==> src/rtl/egr_prc_seg_gen.sv <==
// rtl/egr_prc_seg_gen.sv - PRC front-end: expands PFS fetch requests into credit-gated per-segment reads
// One request becomes nseg read beats (nseg=0 treated as 1); the next request may be taken on the eop beat.
module egr_prc_seg_gen #(
   parameter int PTR_W   = 16,
   parameter int SEG_W   = 6,
   parameter int PORT_W  = 5,
   parameter int CREDITS = 8
) (
   input  logic              clk,
   input  logic              rst_n,
   input  logic              pfs_req_valid,
   output logic              pfs_req_ready,
   input  logic [PTR_W-1:0]  pfs_req_ptr,
   input  logic [SEG_W-1:0]  pfs_req_nseg,
   input  logic [PORT_W-1:0] pfs_req_port,
   output logic              rd_valid,
   input  logic              rd_ready,
   output logic [PTR_W-1:0]  rd_addr,
   output logic [PORT_W-1:0] rd_port,
   output logic              rd_sop,
   output logic              rd_eop,
   input  logic              rd_credit_ret,
   output logic [7:0]        credits,
   output logic              busy,
   output logic              err_zero_len,
   output logic              err_credit_ovf
);

   typedef enum logic [0:0] {S_IDLE, S_ISSUE} state_t;

   state_t            r_state;
   state_t            w_state_nxt;
   logic [PTR_W-1:0]  r_ptr;
   logic [PORT_W-1:0] r_port;
   logic [SEG_W-1:0]  r_rem;
   logic              r_sop;
   logic              r_valid;
   logic [7:0]        r_credits;
   logic [7:0]        w_credits_nxt;
   logic              r_err_zero;
   logic              r_err_ovf;
   logic              w_eop;
   logic              w_hs;
   logic              w_last;
   logic              w_acc;
   logic              w_ovf;
   logic              w_zero;

   assign w_eop  = (r_rem == SEG_W'(1));
   assign w_hs   = r_valid & rd_ready;
   assign w_last = w_hs & w_eop;
   assign w_zero = (pfs_req_nseg == '0);

   // Ready on the eop handshake lets a held request chain in with no bubble.
   assign pfs_req_ready = (r_state == S_IDLE) | w_last;
   assign w_acc         = pfs_req_valid & pfs_req_ready;
   assign w_ovf         = rd_credit_ret & ~w_hs & (r_credits == 8'(CREDITS));

   always_comb begin
      w_credits_nxt = r_credits;
      if (w_hs && !rd_credit_ret)
         w_credits_nxt = r_credits - 8'd1;
      else if (!w_hs && rd_credit_ret && !w_ovf)
         w_credits_nxt = r_credits + 8'd1;
   end

   always_comb begin
      w_state_nxt = r_state;
      case (r_state)
         S_IDLE:  if (w_acc) w_state_nxt = S_ISSUE;
         S_ISSUE: if (w_last && !pfs_req_valid) w_state_nxt = S_IDLE;
         default: w_state_nxt = S_IDLE;
      endcase
   end

   always_ff @(posedge clk or negedge rst_n) begin
      if (!rst_n)
         r_state <= S_IDLE;
      else
         r_state <= w_state_nxt;
   end

   always_ff @(posedge clk or negedge rst_n) begin
      if (!rst_n) begin
         r_ptr      <= '0;
         r_port     <= '0;
         r_rem      <= '0;
         r_sop      <= 1'b0;
         r_valid    <= 1'b0;
         r_credits  <= 8'(CREDITS);
         r_err_zero <= 1'b0;
         r_err_ovf  <= 1'b0;
      end else begin
         if (w_acc) begin
            r_ptr  <= pfs_req_ptr;
            r_port <= pfs_req_port;
            r_rem  <= w_zero ? SEG_W'(1) : pfs_req_nseg;
            r_sop  <= 1'b1;
         end else if (w_hs) begin
            r_ptr  <= r_ptr + PTR_W'(1);
            r_rem  <= r_rem - SEG_W'(1);
            r_sop  <= 1'b0;
         end
         // Credits only drop through our own handshake, so a pending valid never retracts.
         r_valid    <= (w_state_nxt == S_ISSUE) && (w_credits_nxt != 8'd0);
         r_credits  <= w_credits_nxt;
         r_err_zero <= w_acc & w_zero;
         r_err_ovf  <= w_ovf;
      end
   end

   assign rd_valid       = r_valid;
   assign rd_addr        = r_ptr;
   assign rd_port        = r_port;
   assign rd_sop         = r_sop;
   assign rd_eop         = w_eop;
   assign credits        = r_credits;
   assign busy           = (r_state == S_ISSUE);
   assign err_zero_len   = r_err_zero;
   assign err_credit_ovf = r_err_ovf;

endmodule

==> config.mk <==
export PLATFORM = sky130hd
export DESIGN_NAME = egr_prc_seg_gen
export DESIGN_NICKNAME = d
export VERILOG_FILES = /design/src/rtl/egr_prc_seg_gen.sv
export SDC_FILE = /design/constraint.sdc
export NUM_CORES = 1
export LEC_CHECK = 0
export CAP_MARGIN = 40
export CELL_PAD_IN_SITES_DETAIL_PLACEMENT = 0
export CELL_PAD_IN_SITES_GLOBAL_PLACEMENT = 1
export CORE_ASPECT_RATIO = 1.2
export CORE_MARGIN = 2
export CORE_UTILIZATION = 39
export CTS_BUF_LIST = sky130_fd_sc_hd__clkbuf_2
export CTS_CLUSTER_SIZE = 16
export DETAILED_ROUTE_END_ITERATION = 10
export GPL_ROUTABILITY_DRIVEN = 0
export PLACE_DENSITY_LB_ADDON = 0.1
export SYNTH_ARGS = -nofsm -noshare
export SYNTH_HDL_FRONTEND = slang
export SYNTH_SLANG_ARGS = --single-unit
==> constraint.sdc <==
create_clock -name clk -period 5.5 [get_ports clk]
set_clock_uncertainty 0.2 [all_clocks]
set_input_delay 1.1 -clock clk [delete_from_list [all_inputs] [get_ports clk]]
set_output_delay 1.1 -clock clk [all_outputs]
set_load 0.005 [all_outputs]
== Word-level counts from Yosys, hierarchy flattened ==
Cells that the tools add are included.
W data, S select, Z words.
Storage, ports and cells
  register bits after elaboration: 40
  input port bits: 32
  output and inout port bits: 36
  logic and storage cells: 48
Cells by class
  $add $sub $neg: 4
  equal/unequal tests: 2
  multiplexer cells: 12
  bitwise gates (word level): 9
  reduce and logical (&&, ||, !) cells: 12
Operators with widths (count)
  $mux W16: 2
  $mux W6: 3
  $add A16 B1 Y16 const B: 1
  $mux W8: 2
  $add A8 B1 Y8 const B: 1
  $eq A8 B4 Y1 const B: 1
  $reduce_bool A8 Y1: 1
  $sub A8 B1 Y8 const B: 1
  $and A1 B1 Y1: 6
  $eq A6 B1 Y1 const B: 1
  $logic_not A6 Y1: 1
  $sub A6 B1 Y6 const B: 1
  $logic_and A1 B1 Y1: 5
  $logic_not A1 Y1: 4
  $mux W1: 4
  $not A1 Y1: 2
  $pmux W1 S2: 1
  $reduce_bool A2 Y1: 1
  $or A1 B1 Y1: 1

== Depth between registers and ports, before layout ==
  word-level depth: 10
  mapped depth: 8
  gate-level depth less buffers: 7

== Worst setup path after synthesis ==
OpenSTA, ideal clock, no wires.
  kind: input to output
  from: input port rd_ready
  to: output port pfs_req_ready
  data arrival time: 1.624 ns
  data required time: 4.200 ns
  setup slack: 2.576 ns
  stages on the path: 3
  path buffers: 1
  path through: and2_1 -> buf_4 -> a31o_2
On the way
  word-level cells in the longest chain between the ends: 3
Ends and longest elaborated chain
  from (decl): line 17  | input logic rd_ready,
  $and A1 B1 Y1: line 50  | assign w_hs = r_valid & rd_ready;
  $and A1 B1 Y1: line 51  | assign w_last = w_hs & w_eop;
  $or A1 B1 Y1: line 55  | assign pfs_req_ready = (r_state == S_IDLE) | w_last;
  to (decl): line 12  | output logic pfs_req_ready,
No other way between the ends.

== Worst setup path after layout ==
Ends and elaborated chain as after synthesis.

==> results.sh <==
export IMPL_outcome="finished clean"
export IMPL_nFillCells=549
export IMPL_grt_max_degree=31
export IMPL_grt_ovfl_total=0
export IMPL_cts_tree="done"
export IMPL_endpoint_kind="output pin"
export IMPL_min_period_ps=4280
export IMPL_worstPathRequired_ps=4200
export IMPL_tns_ps=0
export IMPL_post_cts_setup_buffers=0
export IMPL_first_iter_violations=51
export IMPL_wl_per_cell_um=14.5
export IMPL_ant_nets=0
export IMPL_syn_nets=283
export IMPL_ios=68
export IMPL_pwr_share_comb_pct=43.3
export IMPL_pwr_share_seq_pct=43.8
export IMPL_swShare_pct=36.1
export IMPL_synth_top_cells_by_count="dfrtp_1, nor2_1, a21oi_1, nand2_1, xnor2_1"
export IMPL_drtPass1Iterations=4
export IMPL_clock_latency_ps=420
export IMPL_viasPerCell=5.26
export IMPL_r2r_cells=5
export IMPL_finalCoreUtilization_pct=54.2
export IMPL_worstMarginPinSlew_ps=838
export IMPL_setup_slack_ps=1220
export IMPL_crit_buf_inv=2
export IMPL_synthTopCellsByArea="dfrtp_1, xnor2_1, a21oi_1"
export IMPL_cp_slowest_cell="clkdlybuf4s50_1"
export IMPL_p_sw_mw=0.493
export IMPL_netlist_area_leader_share_pct=43.1
export IMPL_synthCells=246
export IMPL_antenna_found_initial=0
export IMPL_hold_viol_final=0
export IMPL_cp_max_fo=11
export IMPL_grt_usage_pct=18.5
export IMPL_hp_class="in -> async"
export IMPL_maxCapViolCount=0
export IMPL_synth_cell_types=48
export IMPL_synth_warnings=0
export IMPL_power_frac_clock_pct=12.9
export IMPL_cts_buffers=5
export IMPL_htreeDepth=2
export IMPL_area_growth_pct=34.8
export IMPL_clock_sinks=40
export IMPL_p_leak_nw=1.24
export IMPL_syn_avg_cell_area_um2=9.21
export IMPL_core_area_mm2=0.00563
export IMPL_fp_row_count=30
export IMPL_die_y_um=87.5
export IMPL_path_cells="clkdlybuf4s50_1, and2_1, a31o_2, clkdlybuf4s50_1"
export IMPL_slew_viol_final=0
export IMPL_port_buffers=67
export IMPL_setup_viol=0
export IMPL_clkTransAtPathRegs_ps=260
export IMPL_routed_wl_um=5440
export IMPL_drive_above_1_share_pct=8.33
export IMPL_slowest_delay_ps=670
export IMPL_clockBufferDepth=2
export IMPL_finalPower_mw=1.36
export IMPL_cpLargestDelayFamily="buffers and inverters"
export IMPL_critPathLaunchType="input pin"
export IMPL_place_ws_ps=1230
export IMPL_initial_core_util_pct=40.2
export IMPL_p_per_area_mw_per_mm2=447
export IMPL_max_clock_freq_mhz=234
export IMPL_dp_hpwl_um=4000
export IMPL_p_int_mw=0.871
export IMPL_cts_resized=0
export IMPL_dieArea_mm2=0.00644
export IMPL_placed_cells=368
export IMPL_synth_most_common_cell="dfrtp_1"
export IMPL_path_common_cell="clkdlybuf4s50_1"
export IMPL_rsz0062_at_grt="no"
export IMPL_grt_pass1_wl_um=9410
export IMPL_finalCritPeriodShare_pct=77.8
export IMPL_synth_async_reset_ratio_pct=100
export IMPL_synth_seq_area_share_pct=44.3
export IMPL_slew_headroom_pct=44.0
export IMPL_n_antenna_cell=0
export IMPL_ir_worst_vdd_v=0.000255
export IMPL_crit_type="in -> out"
export IMPL_hold_buffers=0
export IMPL_die_w_um=73.6
export IMPL_synth_edf_count=0
export IMPL_synth_flop_cell="dfrtp_1"
export IMPL_fin_cells=376
export IMPL_num_nets_final=348
export IMPL_synth_area_mm2=0.00226
export IMPL_ys_ff_latch=40
export IMPL_drc=0
export IMPL_root_buffer="clkbuf_2"
export IMPL_yosysTopAreaCell="dfrtp_1"
export IMPL_critical_path_arrival_ps=2980
export IMPL_vias=1979
export IMPL_grt_pass1_vias=2013
export IMPL_cp_num_cells=4
## power by group through the flow
stage / combinational, mW / sequential (mW) / clock (mW)
floorplan: 0.318 / 0.556 / 0
global placement: 0.587 / 0.602 / 0
detailed placement: 0.591 / 0.604 / 0
CTS: 0.596 / 0.597 / 0.185
global route: 0.657 / 0.627 / 0.196
finish: 0.590 / 0.597 / 0.176
## worst paths after layout
check / to / slack, ps / start
worst max-delay path: pfs_req_ready / 1220 / rd_ready
worst min-delay path: credits[2]$_DFF_PN0_ / 300 / rst_n
worst max register to register: rd_port[0]$_DFFE_PN0P_ / 2720 / rd_valid$_DFF_PN0_
worst min register to register: rd_sop$_DFFE_PN0P_ / 320 / rd_sop$_DFFE_PN0P_
max in group asynchronous: rd_addr[7]$_DFFE_PN0P_ / 4300 / rst_n
min in group clk: rd_sop$_DFFE_PN0P_ / 320 / rd_sop$_DFFE_PN0P_
## cell type report
| cell class | count | area [um2] | area share (%) |
|---|---|---|---|
| Multi-Input combinational cell | 183 | 1170 | 38.2 |
| Clock inverter | 3 | 37.5 | 1.23 |
| Sequential cell | 40 | 1000 | 32.8 |
| Timing Repair Buffer | 70 | 701 | 23.0 |
| Clock buffer | 5 | 25.0 | 0.820 |
| Inverter | 11 | 41.3 | 1.35 |
| Tap cell | 64 | 80.1 | 2.62 |
## flip-flops by register name (all words and copies together) (netlist names)
signal and cells:
credits 8, busy 1, err_credit_ovf 1, rd_port 5, rd_addr 16, rd_valid 1, rd_sop 1, err_zero_len 1
r_rem 6
## cells by family after synthesis
group | Yosys count | synth area share (%)
flops | 40 | 44.3
buf+inv | 23 | 4.25
fa+ha+maj | 5 | 2.76
simple gates | 99 | 22.6
compound gates | 46 | 12.5
mux | 8 | 3.92
xor+xnor | 25 | 9.67
## cells in the final DEF (no fill, tap or decap), types with 3 or more instances in the layout
cell type        count
nor2_1              32
o21ai_0              3
clkdlybuf4s50_1     66
mux2_2               7
nor4_1               4
xnor2_1             16
and4_1               3
nor3_1               7
inv_1               11
nand2_1             17
o211ai_1             3
a21oi_1             26
ha_1                 5
nand4_1              5
xor2_1               9
clkbuf_2             5
dfrtp_1             39
nand3_1             11
## per-layer routing
| layer | global-route usage (%) | vias up | wire length (um) |
|---|---|---|---|
| met3 | 4.17 | 11 | 278 |
| met4 | 6.61 | 0 | 126 |
| li1 | - | 992 | - |
| met5 | 0 | - | 0 |
| met2 | 30.7 | 56 | 2540 |
| met1 | 23.4 | 920 | 2500 |
## worst register-to-register path: stages, from the launching register on
cell and delay (ps):
dfrtp_1 550, and2_1 350, a31o_2 320, nand2_1 620, buf_4 320, mux2_2 350
## through the flow
stage          hold slack [ps]  area (um2)
4_1_cts                    283        3050
5_1_grt                    277        3050
3_3_place_gp               289        2970
2_1_floorplan              271        2260
6_report                   299        3050
3_5_place_dp               277        2990
(Power assumes the default switching activity.)
